$ cat config.mk
export PLATFORM = sky130hd
export DESIGN_NAME = tmr_voter_ch
export DESIGN_NICKNAME = d
export VERILOG_FILES = /design/src/rtl/tmr_voter_ch.sv
export SDC_FILE = /design/constraint.sdc
export NUM_CORES = 1
export LEC_CHECK = 0
export BUFFER_PORTS_ARGS = -buffer_cell sky130_fd_sc_hd__buf_2
export CORE_ASPECT_RATIO = 0.6
export CORE_MARGIN = 5
export CORE_UTILIZATION = 55
export CTS_CLUSTER_SIZE = 28
export DETAILED_ROUTE_END_ITERATION = 7
export PLACE_DENSITY = 0.87
export SYNTH_ARGS = -nofsm -noshare
export SYNTH_HDL_FRONTEND = slang
export SYNTH_SLANG_ARGS = --single-unit
$ cat constraint.sdc
create_clock -name clk -period 3.09 [get_ports clk]
set_clock_uncertainty 0.1 [all_clocks]
set_input_delay 0.1545 -clock clk [delete_from_list [all_inputs] [get_ports clk]]
set_output_delay 0.1545 -clock clk [all_outputs]
set_load 0.01 [all_outputs]
$ cat src/rtl/tmr_voter_ch.sv
// tmr_voter_ch: triple-modular-redundancy command voter with fault tracking and output slewing
//   clk, rst (async, active-high)
//   state      1 = vote across copies, 0 = pass copy A through
//   in_valid   command copies valid this cycle; clr_fault clears fault history
//   cmd_a/b/c  CH channels of W bits from the three redundant modules
//   cmd_o      voted command moving toward the registered target; settled = cmd_o equals target
//   fault      {A,B,C} mismatch on last valid sample; failed {A,B,C} sticky; no_maj no usable majority
//   Macro DTMR_SLEW_EN: limit each channel's per-cycle change to STEP; otherwise cmd_o follows target one cycle later
module tmr_voter_ch #(
  parameter int W        = 4,
  parameter int CH       = 2,
  parameter int STEP     = 1,
  parameter int FAULT_TH = 3
) (
  input  logic            clk,
  input  logic            rst,
  input  logic            state,
  input  logic            in_valid,
  input  logic            clr_fault,
  input  logic [CH*W-1:0] cmd_a,
  input  logic [CH*W-1:0] cmd_b,
  input  logic [CH*W-1:0] cmd_c,
  output logic [CH*W-1:0] cmd_o,
  output logic            settled,
  output logic [2:0]      fault,
  output logic [2:0]      failed,
  output logic            no_maj
);
  localparam int N = CH * W;
  logic [N-1:0] tgt_q, tgt_d, cmd_q, cmd_d, maj, pa, pb;
  logic [2:0]   fault_q, fault_d, failed_q, failed_d;
  logic [3:0]   cnt_q [3];
  logic [3:0]   cnt_d [3];
  logic         no_maj_q, no_maj_d;
  assign maj = (cmd_a & cmd_b) | (cmd_a & cmd_c) | (cmd_b & cmd_c);
  // With exactly one copy failed, pa/pb are the two survivors.
  assign pa = failed_q[2] ? cmd_b : cmd_a;
  assign pb = failed_q[0] ? cmd_b : cmd_c;
  always_comb begin
    tgt_d    = tgt_q;
    fault_d  = fault_q;
    no_maj_d = no_maj_q;
    failed_d = failed_q;
    cnt_d    = cnt_q;
    if (in_valid && !state) begin
      tgt_d    = cmd_a;
      fault_d  = '0;
      no_maj_d = 1'b0;
    end else if (in_valid) begin
      fault_d  = '0;
      no_maj_d = 1'b1;
      if (failed_q == 3'b000) begin
        tgt_d    = maj;
        fault_d  = {cmd_a != maj, cmd_b != maj, cmd_c != maj};
        no_maj_d = 1'b0;
      end else if ($onehot(failed_q) && pa == pb) begin
        tgt_d    = pa;
        no_maj_d = 1'b0;
      end
      for (int x = 0; x < 3; x++) begin
        cnt_d[x]    = fault_d[x] ? (&cnt_q[x] ? cnt_q[x] : cnt_q[x] + 4'd1) : 4'd0;
        failed_d[x] = failed_q[x] | (cnt_d[x] >= 4'(FAULT_TH));
      end
    end
    if (clr_fault) begin
      cnt_d    = '{default: 4'd0};
      failed_d = '0;
      no_maj_d = 1'b0;
    end
  end
`ifdef DTMR_SLEW_EN
  localparam logic [W-1:0] STEP_W = W'(STEP);
  for (genvar k = 0; k < CH; k++) begin : g_ch
    logic [W-1:0] tgt_c, cur_c;
    assign tgt_c = tgt_q[k*W +: W];
    assign cur_c = cmd_q[k*W +: W];
    // Step toward the target, landing exactly on it when the gap is within STEP.
    assign cmd_d[k*W +: W] = tgt_c > cur_c ? (tgt_c - cur_c > STEP_W ? cur_c + STEP_W : tgt_c)
                                           : (cur_c - tgt_c > STEP_W ? cur_c - STEP_W : tgt_c);
  end
`else
  assign cmd_d = tgt_q;
`endif
  always_ff @(posedge clk or posedge rst) begin
    if (rst) begin
      tgt_q    <= '0;
      cmd_q    <= '0;
      fault_q  <= '0;
      failed_q <= '0;
      cnt_q    <= '{default: 4'd0};
      no_maj_q <= 1'b0;
    end else begin
      tgt_q    <= tgt_d;
      cmd_q    <= cmd_d;
      fault_q  <= fault_d;
      failed_q <= failed_d;
      cnt_q    <= cnt_d;
      no_maj_q <= no_maj_d;
    end
  end
  assign cmd_o   = cmd_q;
  assign settled = cmd_q == tgt_q;
  assign fault   = fault_q;
  assign failed  = failed_q;
  assign no_maj  = no_maj_q;
endmodule

==> impl_metrics.tcl, run 1 <==
set metrics [dict create \
    drtAntennaViolNets 0 \
    yosys.cell_types.count 58 \
    register_area_um2 876 \
    endpoint_kind "flop" \
    cellLeakagePower_nw 1.31 \
    p_comb_share_pct 28.7 \
    ir_drop_uv 248 \
    numCtsBuffers 5 \
    fin_crit_ns 2.65 \
    wl_mm 7.22 \
    clock_latency_ns 0.29 \
    clockBufferDepth 2 \
    portBuffers 44 \
    cts_num_sinks 35 \
    synthArstFlopShare_pct 100 \
    switching_share_pct 32.7 \
    ys_seq_area_share_pct 30.0 \
    path_clk_slew_ns 0.08 \
    hp-class "primary input to flop" \
    grt_pass1_wl_mm 11.9 \
    cp-start-kind "flop" \
    relSlewSlack_pct 56.5 \
    gp_congestion 0.959 \
    crit_type "flop to flop" \
    p_clk_share_pct 29.9 \
    cts_setup_buffers 0 \
    setup_viol 0 \
    routed-via-count 2670 \
    timing.hold.ws_ns 0.0438 \
    antenna_found_initial 0 \
    slowest_stage "fa_1" \
    grt_max_degree 36 \
    die_w_um 104 \
    critPathMaxFanout 13 \
    netlist_area_um2 2920 \
    cts_max_level 2 \
    overflow 0 \
    rsz0062_at_grt "no" \
    syn_inst 331 \
    fmax_mhz 377 \
    cts_resized 0 \
    first_iter_violations 190 \
    grt_pass1_vias 2357 \
    io_pins 45 \
    dr.pass1.iters 5 \
    placed_area_um2 3040 \
    die_area_um2 6920 \
    syn_area_per_cell_um2 8.83 \
    final_nets 393 \
    nFillCells 446 \
    tightestPinTransition_ns 0.646 \
    design_area_um2 3160 \
    hold_viol 0 \
    status "finished clean" \
    grt.total_usage_pct 21.5 \
    cts_tree "yes" \
    diodes 0 \
    areaGrowthSynthToFinish_pct 8.22 \
    period_share_pct 85.7 \
    worstPathRequired_ns 3.17 \
    wl_per_cell_um 16.9 \
    crit_path_cell_trace "fa_1, or4b_1, nor3b_2, a41oi_4, mux2_4" \
    initial_core_util_pct 57.3 \
    multiInputGateArea_um2 1770 \
    finalNonFillerCells 427 \
    cap_viol_max_count 0 \
    critPathMaxStageDelay_ns 0.59 \
    p_per_area_nw_per_um2 440 \
    switching_power_mw 0.454 \
    setup_tns_ns 0 \
    synth_ff_type "dfrtp_1" \
    root_buffer "clkbuf_8" \
    slew_violations 0 \
    placed_cells 418 \
    drc 0 \
    final_common_cell "buf_2" \
    critPathArrivalTime_ns 2.73 \
    drive_gt1_share_pct 24.4 \
    hpwl_mm 5.55 \
    synth_edf_count 0 \
    core_area_um2 5100 \
    final_cell_mix "44 x buf_2, 35 x dfrtp_1, 25 x nor2_1" \
    rows 20 \
    avgViaCountPerCell 6.25 \
    die_y_um 66.5 \
    synth_seq_cells 35 \
    p_int_mw 0.937 \
    syn-num-nets 364 \
    ys_warn_count 0 \
    p_seq_share_pct 41.4 \
]
## cells by family after synthesis
| family | count (synthesis) | share of synthesized area [%] |
|---|---|---|
| buffers and inverters | 44 | 9.55 |
| and+or+nand+nor | 127 | 27.0 |
| muxes | 17 | 6.29 |
| xor gates and xnor gates | 19 | 5.69 |
| adders and majority gates | 4 | 1.97 |
| DFF | 35 | 30.0 |
| AOI/OAI and AO/OA | 85 | 19.5 |
## through the flow
stage	total power, mW	setup WS, ns	utilization (%)
after floorplan	0.863	0.656	-
after global placement	0.960	0.512	59.6
after detailed placement	0.979	0.440	59.6
after CTS	1.40	0.443	62.0
after global routing	1.47	0.272	62.0
final	1.39	0.441	62.0
## cell type report
class                           instances  share of cell area (%)
Multi-Input combinational cell        252                    55.9
Sequential cell                        35                    27.7
Timing Repair Buffer                   49                    8.23
Tap cell                               66                    2.61
Clock buffer                            5                    2.18
Inverter                               17                    2.02
Clock inverter                          3                    1.38
## flip-flops by register name (all words and copies together) (netlist names)
| name | count |
|---|---|
| cnt_q | 12 |
| cmd_d | 8 |
| failed | 3 |
| fault | 3 |
| no_maj | 1 |
| cmd_o | 8 |
## power by group through the flow
| stage | registers [mW] | clock network, mW | logic, mW |
|---|---|---|---|
| 2_1_floorplan | 0.586 | 0 | 0.277 |
| 3_3_place_gp | 0.579 | 0 | 0.380 |
| 3_5_place_dp | 0.586 | 0 | 0.393 |
| 4_1_cts | 0.577 | 0.428 | 0.395 |
| 5_1_grt | 0.587 | 0.447 | 0.436 |
| 6_report | 0.577 | 0.416 | 0.399 |
## critical path: cells and delay by family (launching register included)
kind | cells | cell delay (ns)
mux | 1 | 0.35
simple gates | 2 | 0.73
compound gates | 1 | 0.23
flops | 1 | 0.54
fa+ha+maj | 1 | 0.59
## synthesized netlist by cell type, drive strengths merged, types with 3 or more instances
library cell,count,area share (%)
nor2b,9,1.9
nor4,5,1.5
o22ai,6,1.3
a211oi,8,2.1
xnor2,9,2.7
ha,3,1.3
nand3,11,2.1
clkbuf,16,3.8
a41oi,5,2.1
a31oi,3,0.64
or3b,14,4.2
buf,10,2.5
nor3,3,0.90
o21ai,20,3.4
mux2,8,3.2
nor2,25,3.2
inv,17,2.2
xor2,10,3.0
o2111ai,4,1.2
a21oi,23,3.9
nand4,9,1.9
a221oi,3,0.90
nand3b,16,4.1
dfrtp,35,30
nand2,13,1.7
and3,3,0.68
mux2i,9,3.1
nand2b,12,2.6
## final timing paths
| check | from | to | slack [ns] | cells after the start |
|---|---|---|---|---|
| min in group asynchronous | rst | cmd_o[2]$_DFF_PP0_ | 0.39 | 4 |
| min | clr_fault | no_maj$_DFFE_PP0P_ | 0.04 | 2 |
| max in group asynchronous | rst | fault[1]$_DFFE_PP0P_ | 2.18 | 4 |
| max | failed[0]$_DFFE_PP0P_ | cmd_d[6]$_DFFE_PP0P_ | 0.44 | 5 |
| min reg2reg | cmd_d[0]$_DFFE_PP0P_ | cmd_o[0]$_DFF_PP0_ | 0.33 | 0 |
| max reg2reg | failed[0]$_DFFE_PP0P_ | cmd_d[6]$_DFFE_PP0P_ | 0.44 | 5 |
## layer usage
metal | vias to the layer above | track usage, % | share of wire, %
met4 | 0 | 4.36 | 0.53
met3 | 5 | 8.81 | 14
li1 | 1267 | - | -
met1 | 1264 | 31.1 | 45
met2 | 134 | 29.6 | 41
met5 | - | 0 | 0
## repair_timing
action	CTS	global route
hold buffers	1	0
hold endpoints to repair	35	0
endpoints found under the setup margin	0	0
No activity file was read; power rests on OpenSTA's default activity.
==> run 2: changes to the inputs <==
--- a/config.mk
+++ b/config.mk
@@ -6,12 +6,14 @@
 export NUM_CORES = 1
 export LEC_CHECK = 0
 export BUFFER_PORTS_ARGS = -buffer_cell sky130_fd_sc_hd__buf_2
+export CELL_PAD_IN_SITES_DETAIL_PLACEMENT = 2
+export CELL_PAD_IN_SITES_GLOBAL_PLACEMENT = 2
 export CORE_ASPECT_RATIO = 0.6
 export CORE_MARGIN = 5
-export CORE_UTILIZATION = 55
+export CORE_UTILIZATION = 35
 export CTS_CLUSTER_SIZE = 28
 export DETAILED_ROUTE_END_ITERATION = 7
-export PLACE_DENSITY = 0.87
+export PLACE_DENSITY = 0.9
 export SYNTH_ARGS = -nofsm -noshare
 export SYNTH_HDL_FRONTEND = slang
 export SYNTH_SLANG_ARGS = --single-unit
==> run 2 against run 1 <==
  * Sequential share of layout area down 0.73 points
  * First-iteration DRC count down 7.9%
  * Hold slack better by 0.013 ns
  * Critical path depth unchanged
  * Via count up 2.0%
  * Non-clock buffer count unchanged
  * Sequential power about the same
  * Count of clock-buffer cells in the layout unchanged
  * Worst setup slack worse by 0.012 ns
  * Register-to-register slack about the same
  * Largest cell class unchanged
  * Highest routed layer unchanged
==> impl_metrics.tcl, run 2 (synthesis results as in run 1) <==
set metrics [dict create \
    r2r_cells 5 \
    path_clk_slew_ns 0.06 \
    gp_congestion 0.961 \
    final_nets 393 \
    final_common_cell "buf_2" \
    p_per_area_nw_per_um2 464 \
    setup_tns_ns 0 \
    hold_depth 2 \
    hold_start "clr_fault" \
    switching_power_mw 0.512 \
    root_buffer "clkbuf_16" \
    io_pins 45 \
    initial_core_util_pct 36.5 \
    crit_type "flop to flop" \
    numCtsBuffers 5 \
    grt_pass1_wl_mm 15.6 \
    die_y_um 80.8 \
    cap_viol_max_count 0 \
    diodes 0 \
    critPathMaxFanout 13 \
    tightestPinTransition_ns 0.768 \
    rsz0062_at_grt "no" \
    antenna_found_initial 0 \
    cp-start-kind "flop" \
    die_w_um 128 \
    cts_max_level 2 \
    slew_violations 0 \
    slowest_stage "fa_1" \
    die_area_um2 10300 \
    core_area_um2 8010 \
    cts_num_sinks 35 \
    largest_reg_flops 12 \
    ir_drop_uv 184 \
    routed-via-count 2724 \
    top_register "cnt_q" \
    drive_gt1_share_pct 24.4 \
    fmax_mhz 376 \
    portBuffers 44 \
    wl_mm 9.73 \
    period_share_pct 86.1 \
    p_total_mw 1.51 \
    cts_resized 0 \
    critPathMaxStageDelay_ns 0.58 \
    r2r_setup_slack_ns 0.43 \
    critPathArrivalTime_ns 2.74 \
    p_seq_share_pct 38.3 \
    p_int_mw 0.995 \
    switching_share_pct 34.0 \
    cts_setup_buffers 0 \
    cellLeakagePower_nw 1.32 \
    timing.hold.ws_ns 0.0569 \
    status "finished clean" \
    drtAntennaViolNets 0 \
    drc 0 \
    wl_per_cell_um 20.7 \
    clock_latency_ns 0.29 \
    areaGrowthSynthToFinish_pct 11.1 \
    worstPathRequired_ns 3.17 \
    final_cell_mix "44 x buf_2, 35 x dfrtp_1, 25 x nor2_1" \
    dr.pass1.iters 4 \
    p_comb_share_pct 28.0 \
    setup_viol 0 \
    crit_path_cell_trace "fa_1, or4b_1, nor3b_2, a41oi_4, mux2_4" \
    fin_crit_ns 2.66 \
    rows 25 \
    grt_max_degree 19 \
    cts_tree "yes" \
    endpoint_kind "flop" \
    r2r-start "failed[0]$_DFFE_PP0P_" \
    critPathTopFamily "simple AND/OR/NAND/NOR gates" \
    reg2reg_to "cmd_d[6]$_DFFE_PP0P_" \
    avgViaCountPerCell 5.81 \
    final_util_pct 40.6 \
    p_clk_share_pct 33.7 \
    clockBufferDepth 2 \
    crit_buf_inv 0 \
    cts_hold_buf 1 \
    overflow 0 \
    hpwl_mm 7.68 \
    relSlewSlack_pct 48.3 \
    first_iter_violations 175 \
    hold_path_end "no_maj$_DFFE_PP0P_" \
    grt.total_usage_pct 19.6 \
    hp-class "primary input to flop" \
    hold_viol 0 \
    grt_pass1_vias 2867 \
]
[run 2: changes by cell type in the layout (fill, tap and decap cells not counted), sizes merged]
cell / delta
bufinv: -1
clkinvlp: +2
clkinv: -1
[run 2: routing by layer]
metal	share of wire (%)	vias up	GRT usage (%)	routed length [um]
met5	0	-	0	0
met1	50	1376	28.3	4820
li1	-	1264	-	-
met2	43	68	29.6	4220
met4	1.9	0	5.93	186
met3	5.1	16	4.07	499
[run 2: metrics by stage]
| stage | setup slack (ns) | area, um^2 | instances |
|---|---|---|---|
| final | 0.429 | 3250 | 469 |
| after global routing | 0.253 | 3250 | 469 |
| after CTS | 0.428 | 3250 | 469 |
| after detailed placement | 0.431 | 3090 | 460 |
| after global placement | 0.500 | 3090 | 460 |
| after floorplan | 0.656 | 2920 | 331 |
[run 2: final cells by class]
class / instances / area, um^2
fill: 895 / 4760
multi-input combinational: 252 / 1770
sequential: 35 / 876
timing repair buffer: 49 / 260
tap: 108 / 135
clock buffer: 5 / 125
inverter: 17 / 63.8
clock inverter: 3 / 20.0
[run 2: power groups by stage]
stage	Sequential, mW	Clock, mW	Combinational (mW)
CTS	0.580	0.518	0.425
finish	0.578	0.507	0.422
floorplan	0.586	0	0.277
detailed placement	0.588	0	0.420
global placement	0.582	0	0.397
global route	0.589	0.535	0.462
[run 2: worst reg2reg max path, delay by kind of cell, from the launching register on]
kind,cells,cell delay (ns)
multiplexers,1,0.36
flip-flops,1,0.54
adder cells (fa/ha/maj),1,0.58
AO/OA/AOI/OAI,1,0.24
AND/OR/NAND/NOR,2,0.72
[run 2: worst max path at each step]
stage	start	endpoint	slack (ns)	cells past startpoint
5_1_grt	failed[0]$_DFFE_PP0P_	cnt_q[5]$_DFFE_PP0P_	0.25	6
2_1_floorplan	failed[0]$_DFFE_PP0P_	cmd_d[6]$_DFFE_PP0P_	0.66	5
4_1_cts	failed[0]$_DFFE_PP0P_	cmd_d[6]$_DFFE_PP0P_	0.43	5
3_3_place_gp	failed[0]$_DFFE_PP0P_	cmd_d[6]$_DFFE_PP0P_	0.50	5
3_5_place_dp	failed[0]$_DFFE_PP0P_	cmd_d[6]$_DFFE_PP0P_	0.43	5
6_report	failed[0]$_DFFE_PP0P_	cmd_d[6]$_DFFE_PP0P_	0.43	5
